[src/rtl/uart_pkg.sv]
// Shared constants for the UART command-frame parser: header bytes, frame
// length, FSM state encoding and the inter-byte timeout limit helper.
package uart_pkg;

  localparam logic [7:0] HDR0      = 8'h55;
  localparam logic [7:0] HDR1      = 8'hAA;
  localparam int         FRAME_LEN = 7;
  localparam int         TO_W      = 24;

  typedef enum logic [2:0] {
    ST_HUNT0 = 3'd0,
    ST_HUNT1 = 3'd1,
    ST_CMD   = 3'd2,
    ST_ADDR  = 3'd3,
    ST_DATH  = 3'd4,
    ST_DATL  = 3'd5,
    ST_CHK   = 3'd6
  } state_t;

  // Last counter value that is still inside the allowed inter-byte gap.
  function automatic logic [TO_W-1:0] calc_to_max(input int clk_freq, input int bps,
                                                  input int bits);
    return TO_W'((clk_freq / bps) * bits - 1);
  endfunction

endpackage

[src/rtl/uart_cmd_parser.sv]
// Parses 55 AA CMD ADDR DATA_H DATA_L CHK frames from a UART receiver, checks the
// additive checksum and aborts a frame when the line stalls between bytes.
//
// state | meaning
// HUNT0 | idle, waiting for header byte 0x55
// HUNT1 | 0x55 seen, waiting for 0xAA
// CMD   | next byte is the command
// ADDR  | next byte is the address
// DATH  | next byte is data high
// DATL  | next byte is data low
// CHK   | next byte is the checksum
module uart_cmd_parser
  import uart_pkg::*;
#(
  parameter int CLK_FREQ     = 50_000_000,
  parameter int UART_BPS     = 115200,
  parameter int TIMEOUT_BITS = 20
) (
  input  logic        clk,
  input  logic        rst,
  input  logic [7:0]  rx_data,
  input  logic        rx_done,
  output logic        cmd_valid,
  output logic [7:0]  cmd,
  output logic [7:0]  addr,
  output logic [15:0] data,
  output logic        chk_err,
  output logic        timeout_err
);

  localparam logic [TO_W-1:0] TO_MAX = calc_to_max(CLK_FREQ, UART_BPS, TIMEOUT_BITS);

  state_t          state_q, state_d;
  logic            rx_done_q;
  logic            armed_q, armed_d;
  logic [7:0]      sum_q, sum_d;
  logic [TO_W-1:0] to_cnt_q, to_cnt_d;
  logic [7:0]      sh_cmd_q, sh_cmd_d;
  logic [7:0]      sh_addr_q, sh_addr_d;
  logic [7:0]      sh_dath_q, sh_dath_d;
  logic [7:0]      sh_datl_q, sh_datl_d;
  logic [7:0]      cmd_q, cmd_d;
  logic [7:0]      addr_q, addr_d;
  logic [15:0]     data_q, data_d;
  logic            cmd_valid_q, cmd_valid_d;
  logic            chk_err_q, chk_err_d;
  logic            timeout_err_q, timeout_err_d;
  logic            byte_stb;
  logic            timeout_hit;

  // armed_q stays low until rx_done has been seen low, so a level already high
  // when reset releases is not mistaken for a fresh byte.
  assign armed_d     = armed_q | ~rx_done;
  assign byte_stb    = rx_done & ~rx_done_q & armed_q;
  assign timeout_hit = (to_cnt_q == TO_MAX) & ~byte_stb & (state_q != ST_HUNT0);

  always_comb begin
    state_d       = state_q;
    sum_d         = sum_q;
    sh_cmd_d      = sh_cmd_q;
    sh_addr_d     = sh_addr_q;
    sh_dath_d     = sh_dath_q;
    sh_datl_d     = sh_datl_q;
    cmd_d         = cmd_q;
    addr_d        = addr_q;
    data_d        = data_q;
    cmd_valid_d   = 1'b0;
    chk_err_d     = 1'b0;
    timeout_err_d = 1'b0;

    if (byte_stb || timeout_hit || (state_q == ST_HUNT0)) begin
      to_cnt_d = '0;
    end else begin
      to_cnt_d = to_cnt_q + {{(TO_W-1){1'b0}}, 1'b1};
    end

    if (timeout_hit) begin
      state_d       = ST_HUNT0;
      timeout_err_d = 1'b1;
      sum_d         = '0;
      sh_cmd_d      = '0;
      sh_addr_d     = '0;
      sh_dath_d     = '0;
      sh_datl_d     = '0;
    end else if (byte_stb) begin
      case (state_q)
        ST_HUNT0: begin
          if (rx_data == HDR0) state_d = ST_HUNT1;
        end
        ST_HUNT1: begin
          if (rx_data == HDR1) begin
            state_d = ST_CMD;
            sum_d   = '0;
          end else if (rx_data != HDR0) begin
            state_d = ST_HUNT0;
          end
        end
        ST_CMD: begin
          sh_cmd_d = rx_data;
          sum_d    = sum_q + rx_data;
          state_d  = ST_ADDR;
        end
        ST_ADDR: begin
          sh_addr_d = rx_data;
          sum_d     = sum_q + rx_data;
          state_d   = ST_DATH;
        end
        ST_DATH: begin
          sh_dath_d = rx_data;
          sum_d     = sum_q + rx_data;
          state_d   = ST_DATL;
        end
        ST_DATL: begin
          sh_datl_d = rx_data;
          sum_d     = sum_q + rx_data;
          state_d   = ST_CHK;
        end
        ST_CHK: begin
          if (rx_data == sum_q) begin
            cmd_d       = sh_cmd_q;
            addr_d      = sh_addr_q;
            data_d      = {sh_dath_q, sh_datl_q};
            cmd_valid_d = 1'b1;
          end else begin
            chk_err_d = 1'b1;
          end
          state_d = ST_HUNT0;
        end
        default: state_d = ST_HUNT0;
      endcase
    end
  end

  always_ff @(posedge clk or posedge rst) begin
    if (rst) begin
      state_q       <= ST_HUNT0;
      rx_done_q     <= 1'b0;
      armed_q       <= 1'b0;
      sum_q         <= '0;
      to_cnt_q      <= '0;
      sh_cmd_q      <= '0;
      sh_addr_q     <= '0;
      sh_dath_q     <= '0;
      sh_datl_q     <= '0;
      cmd_q         <= '0;
      addr_q        <= '0;
      data_q        <= '0;
      cmd_valid_q   <= 1'b0;
      chk_err_q     <= 1'b0;
      timeout_err_q <= 1'b0;
    end else begin
      state_q       <= state_d;
      rx_done_q     <= rx_done;
      armed_q       <= armed_d;
      sum_q         <= sum_d;
      to_cnt_q      <= to_cnt_d;
      sh_cmd_q      <= sh_cmd_d;
      sh_addr_q     <= sh_addr_d;
      sh_dath_q     <= sh_dath_d;
      sh_datl_q     <= sh_datl_d;
      cmd_q         <= cmd_d;
      addr_q        <= addr_d;
      data_q        <= data_d;
      cmd_valid_q   <= cmd_valid_d;
      chk_err_q     <= chk_err_d;
      timeout_err_q <= timeout_err_d;
    end
  end

  assign cmd         = cmd_q;
  assign addr        = addr_q;
  assign data        = data_q;
  assign cmd_valid   = cmd_valid_q;
  assign chk_err     = chk_err_q;
  assign timeout_err = timeout_err_q;

endmodule

[config.mk]
export PLATFORM = sky130hd
export DESIGN_NAME = uart_cmd_parser
export DESIGN_NICKNAME = d
export VERILOG_FILES = /design/src/rtl/uart_pkg.sv /design/src/rtl/uart_cmd_parser.sv
export SDC_FILE = /design/constraint.sdc
export NUM_CORES = 1
export LEC_CHECK = 0
export ABC_AREA = 1
export CAP_MARGIN = 40
export CORE_ASPECT_RATIO = 0.9
export CORE_UTILIZATION = 35
export DETAILED_ROUTE_END_ITERATION = 16
export HOLD_SLACK_MARGIN = 0.02
export PLACE_DENSITY_LB_ADDON = 0.15
export SLEW_MARGIN = 0
export SYNTH_ARGS = -nofsm -noshare
export SYNTH_HDL_FRONTEND = slang
export SYNTH_SLANG_ARGS = --single-unit
[constraint.sdc]
create_clock -name clk -period 9.8 [get_ports clk]
set_input_delay 1.47 -clock clk [delete_from_list [all_inputs] [get_ports clk]]
set_output_delay 1.47 -clock clk [all_outputs]
set_load 0.01 [all_outputs]
==> results.py, run 1 <==
metrics = {
    "logic_synthesis": {
        "async_reset_ff_share_pct": 100,
        "syn_avg_cell_area_um2": 8.36,
        "synth_seq_area_share_pct": 52.7,
        "netlist_area_um2": 4940,
        "synth.top_cell.area_share_pct": 52.7,
        "synthTopCellsByCount": "nand2_1, dfrtp_1, nor2_1, inv_1, nand3_1",
        "yosysMostFrequentCell": "nand2_1",
        "synthTopCellsByArea": "dfrtp_1, nand2_1, nand3_1, nor2_1, inv_1",
        "synth-seq-cells": 104,
        "synth_top_cell_by_area": "dfrtp_1",
        "yosys_warnings": 0,
        "synth_cell_types": 36,
        "syn_nets": 613,
        "synth_edf_count": 0,
        "syn_inst": 591,
        "synthFlopType": "dfrtp_1",
    },
    "place": {
        "place_ws_ns": 5.80,
        "dp_hpwl_um": 7750,
        "place_congestion": 0.874,
        "placedCellCount": 813,
        "placed_cell_area_um2": 5580,
        "port_buffers": 45,
    },
    "global_routing": {
        "overflow": 0,
        "first_global_vias": 3712,
        "grt_max_degree": 58,
        "antenna_found_initial": 0,
        "grt_pass1_wl_um": 18400,
        "groute.usage.overall_pct": 16.3,
    },
    "cts": {
        "post_cts_buffers": 0,
        "cts_tree": "built",
        "cts.sink_count": 104,
        "clock-root-buffer": "clkbuf_16",
        "cts_max_path_buffers": 2,
        "cts_resized": 0,
        "cts_made_buffers": 9,
        "h-tree-depth": 3,
        "holdBufCountCts": 0,
        "clk_latency_ns": 0.35,
        "path_clk_slew_ns": 0.06,
    },
    "critical_path": {
        "cp-end-kind": "flip-flop",
        "r2r-start": "to_cnt_q[16]",
        "cp_cell_sequence": "clkdlybuf4s50_1 > ha_1 > nor2_1 > nand2_1 > nor4_1 > nand3_2 > buf_12 > inv_2 > nand2_1 > nand2_1",
        "crit_path_start_kind": "primary input",
        "r2r_cells": 10,
        "critPathKind": "primary input to flip-flop",
        "cpPeakStageDelay_ns": 0.56,
        "rrSetupSlack_ns": 7.40,
        "cp_data_required_time_ns": 10.08,
        "cp.arrival_ns": 3.87,
        "crit_fanout": 45,
        "critPathLaunch": "rx_data[3]",
        "crit_top_cell": "nand2_1",
        "critPathBufInv": 3,
        "regToRegEndpoint": "to_cnt_q[22]",
        "cp_slowest_cell": "clkdlybuf4s50_1",
        "crit_family": "buffers and inverters",
    },
    "routing": {
        "detail_route.first_pass.iterations": 4,
        "ant_nets": 0,
        "vias_per_cell": 4.67,
        "wl_met2_um": 4850,
        "dr_wl_met3_um": 380,
        "drc": 0,
        "num_vias": 3865,
        "wirelength_um": 10800,
        "drt_iter0_drc": 221,
        "met1_length_um": 5460,
        "post_drt_wl_per_cell_um": 13.1,
        "top_layer_used": "met4",
    },
    "final_layout": {
        "final_util_pct": 43.5,
        "fillerInstances": 1362,
        "fin_nets": 657,
        "fin_area_um2": 5890,
        "syn_to_final_growth_pct": 19.3,
        "drive_above_1_share_pct": 5.63,
        "stdcell_count": 828,
        "antenna_cells": 0,
    },
    "timing": {
        "fin_ws_ns": 6.21,
        "rsz0062_at_grt": "no",
        "hold_viol": 0,
        "max_freq_mhz": 278,
        "slew-limit-headroom_pct": 53.0,
        "post-route-min-period_ns": 3.59,
        "fin_skew_ns": 0.0106,
        "slew_violations": 0,
        "worst_pin_slew_ns": 0.704,
        "setup_tns_ns": 0,
        "setup-violations-final": 0,
        "fin_crit_sh_pct": 36.7,
    },
    "floorplanning": {
        "design.core.area_um2": 13600,
        "start_util_pct": 36.4,
        "row_count": 40,
        "fp.dieW_um": 127,
        "die_h_um": 115,
        "ios": 46,
        "dieArea_um2": 14600,
    },
    "power_and_ir_drop": {
        "vdd_ir_drop_max_mv": 0.101,
        "leakagePower_uw": 0.00286,
        "power-per-cell-area_nw_per_um2": 153,
    },
    "job": {
        "max-cap-violations": 0,
    },
    "status": {
        "outcome": "finished clean",
    },
    "hold_path": {
        "hold_start": "armed_q",
        "min_path_type": "flip-flop to flip-flop",
        "whs_endpoint": "armed_q",
        "worstHoldPathCells": 2,
    },
}
## per-stage QoR
step,hold slack (ns),total power (uW)
final,0.456,902
after global routing,0.496,941
after CTS,0.459,913
after detailed placement,0.443,529
after global placement,0.439,525
after floorplan,0.427,505
## report_power, final
group | leakage, uW | internal (uW) | total [uW] | switching (uW)
clock | 0.000150 | 224 | 383 | 158
combinational | 0.00137 | 24.4 | 76.5 | 52.1
sequential | 0.00134 | 437 | 443 | 5.32
## layout by cell type, fill, tap and decap left out, types with 4 or more instances in the layout
master / Yosys / layout
a21oi_1: 9 / 9
nor3_1: 15 / 15
nand2_1: 153 / 153
xnor2_1: 4 / 4
o21ai_1: 8 / 8
xor2_1: 12 / 12
clkbuf_16: 0 / 9
nand4_1: 7 / 7
o21ai_0: 46 / 46
ha_1: 10 / 10
clkdlybuf4s50_1: 0 / 45
nand2_2: 4 / 4
nand3_1: 54 / 54
dfrtp_1: 104 / 104
nor2_1: 63 / 63
inv_1: 62 / 61
## cells by family after synthesis
logic type | share of synthesized area [%]
xor+xnor | 2.84
fa+ha+maj | 2.94
simple gates | 27.3
buf+inv | 6.58
compound gates | 7.65
flops | 52.7
## layout make-up
class,instances,area (um2),share of cell area [%]
Timing Repair Buffer,48,489,8.30
Inverter,64,243,4.12
Clock inverter,4,77.6,1.32
Multi-Input combinational cell,408,2010,34.2
Tap cell,189,236,4.01
Sequential cell,104,2600,44.2
Clock buffer,11,233,3.95
## worst max-delay path by stage
stage | cells past startpoint | slack [ns] | endpoint
6_report | 10 | 6.21 | data[0]
5_1_grt | 10 | 5.90 | data[0]
3_3_place_gp | 9 | 5.28 | addr[5]
4_1_cts | 10 | 6.19 | data[0]
3_5_place_dp | 8 | 5.80 | to_cnt_q[14]
2_1_floorplan | 1 | 5.60 | addr[0]
## state kept, by name, summed over array words and instances (netlist names)
name / count
chk_err: 1
cmd_valid: 1
data: 16
sh_cmd_q: 8
armed_q: 1
rx_done_q: 1
sh_addr_q: 8
sum_q: 8
state_q: 3
to_cnt_q: 24
cmd: 8
addr: 8
sh_dath_q: 8
sh_datl_q: 8
timeout_err: 1
## worst min-delay path: stages (launching register included)
cell and delay (ns):
dfrtp_1 0.34, inv_1 0.04, nand2_1 0.04
## routing by layer
layer | vias up | GRT usage [%]
met4 | 0 | 6.11
li1 | 1984 | -
met2 | 57 | 25.1
met5 | - | 0
met3 | 8 | 3.74
met1 | 1816 | 22.5
No activity file was read; power rests on OpenSTA's default activity.
==> inputs of run 2 (changes only) <==
clock period = 3.2 ns   (was 9.8 ns; I/O delays follow)
==> run 2 against run 1 <==
Core utilization is 0.083 points higher. Cell area is 0.19% higher. Combinational power grew to 3.1 times the previous value. Worst hold slack better by 0.0014 ns. Sequential power grew to 3.1 times the previous value. Largest cell class unchanged. Largest power group unchanged. Critical endpoint is now data[15]. Die area stayed put.
==> results.py, run 2 (synthesized netlist as in run 1, its figures left out) <==
metrics = {
    "critical_path": {
        "cp-end-kind": "flip-flop",
        "cp.arrival_ns": 2.62,
        "critPathKind": "primary input to flip-flop",
        "crit_fanout": 42,
        "cp_data_required_time_ns": 3.42,
        "crit_path_start_kind": "primary input",
    },
    "cts": {
        "path_clk_slew_ns": 0.07,
        "cts_tree": "built",
        "cts.sink_count": 104,
        "cts_made_buffers": 9,
        "cts_resized": 0,
        "clk_latency_ns": 0.36,
        "clock-root-buffer": "clkbuf_16",
        "post_cts_buffers": 0,
        "cts_max_path_buffers": 2,
        "h-tree-depth": 3,
        "holdBufCountCts": 0,
    },
    "routing": {
        "ant_nets": 0,
        "num_vias": 3838,
        "vias_per_cell": 4.60,
        "post_drt_wl_per_cell_um": 13.1,
        "drt_iter0_drc": 152,
        "detail_route.first_pass.iterations": 5,
        "wirelength_um": 10900,
        "drc": 0,
    },
    "timing": {
        "fin_ws_ns": 0.800,
        "worst_pin_slew_ns": 0.612,
        "rsz0062_at_grt": "no",
        "setup_tns_ns": 0,
        "setup-violations-final": 0,
        "fin_skew_ns": 0.0104,
        "max_freq_mhz": 417,
        "fin_crit_sh_pct": 75.0,
        "post-route-min-period_ns": 2.40,
        "hold_viol": 0,
        "slew_violations": 0,
        "slew-limit-headroom_pct": 59.2,
    },
    "power_and_ir_drop": {
        "power-per-cell-area_nw_per_um2": 449,
        "vdd_ir_drop_max_mv": 0.279,
        "leakagePower_uw": 0.00286,
    },
    "global_routing": {
        "grt_pass1_wl_um": 19100,
        "grt_max_degree": 105,
        "first_global_vias": 3872,
        "antenna_found_initial": 0,
        "overflow": 0,
        "groute.usage.overall_pct": 16.8,
    },
    "place": {
        "port_buffers": 45,
        "place_ws_ns": 0.477,
        "place_congestion": 0.871,
        "placed_cell_area_um2": 5630,
        "dp_hpwl_um": 7820,
    },
    "floorplanning": {
        "design.core.area_um2": 13600,
        "dieArea_um2": 14600,
        "die_h_um": 115,
        "start_util_pct": 36.4,
        "fp.dieW_um": 127,
        "row_count": 40,
        "ios": 46,
    },
    "final_layout": {
        "fin_nets": 663,
        "final_common_cell": "nand2_1",
        "drive_above_1_share_pct": 6.67,
        "fin_area_um2": 5910,
        "antenna_cells": 0,
        "final_cell_mix": "nand2_1, dfrtp_1, nor2_1",
        "largest_register": "to_cnt_q",
        "syn_to_final_growth_pct": 19.5,
        "largest_reg_flops": 24,
    },
    "job": {
        "max-cap-violations": 0,
    },
    "hold_path": {
        "min_path_type": "flip-flop to flip-flop",
    },
    "status": {
        "outcome": "finished clean",
    },
}
==> run 2: changes by cell type in the layout (fill, tap and decap cells not counted), sizes merged <==
cell	delta
buf	+6
bufinv	-2
clkinvlp	+2
clkinv	-1
inv	+1
==> run 2: per-stage QoR <==
step	utilization (%)	power [uW]	hold WS [ns]	cells
global route	43.5	2780	0.493	834
finish	43.5	2650	0.457	834
global placement	41.5	1620	0.438	819
floorplan	-	1550	0.427	591
detailed placement	41.5	1630	0.444	819
CTS	43.5	2700	0.460	834
==> run 2: final timing paths <==
| kind | startpoint | endpoint | slack [ns] | cells after the start |
|---|---|---|---|---|
| max in group asynchronous | rst | sh_datl_q[0] | 2.16 | 3 |
| min | armed_q | armed_q | 0.46 | 2 |
| min in group asynchronous | rst | sh_addr_q[3] | 0.61 | 3 |
| max reg2reg | sum_q[5] | data[15] | 1.11 | 8 |
| min reg2reg | armed_q | armed_q | 0.46 | 2 |
| max | rx_data[5] | data[15] | 0.80 | 9 |
==> run 2: area by class of cell <==
class                   instances  area [um2]
clock buffers                  11         243
repair buffers                 54         531
multi-input cells             408        2010
clock inverters                 4        36.3
inverters                      64         244
fillers                      1380        7660
well taps                     189         236
flip-flops and latches        104        2600
==> run 2: where the power goes <==
part	total (uW)	switching (uW)	leakage, uW	internal (uW)
sequential	1360	17.6	0.00134	1340
combinational	239	164	0.00139	75.7
clock	1050	497	0.000135	556
total	2650	678	0.00286	1970
==> run 2: worst max-delay path, cell delays in order <==
cell and delay (ns):
clkdlybuf4s50_1 0.52, ha_1 0.42, nor2_1 0.14, nand2_1 0.06, nor4_1 0.35, nand3_2 0.16
buf_4 0.29, nand2_1 0.10, o21ai_0 0.09
==> run 2: per-layer routing <==
layer | GRT usage (%) | vias up | part of all wire [%]
li1 | - | 1999 | -
met1 | 22.9 | 1764 | 51
met2 | 26.0 | 64 | 44
met3 | 5.23 | 11 | 4.2
met4 | 4.68 | 0 | 1.0
met5 | 0 | - | 0
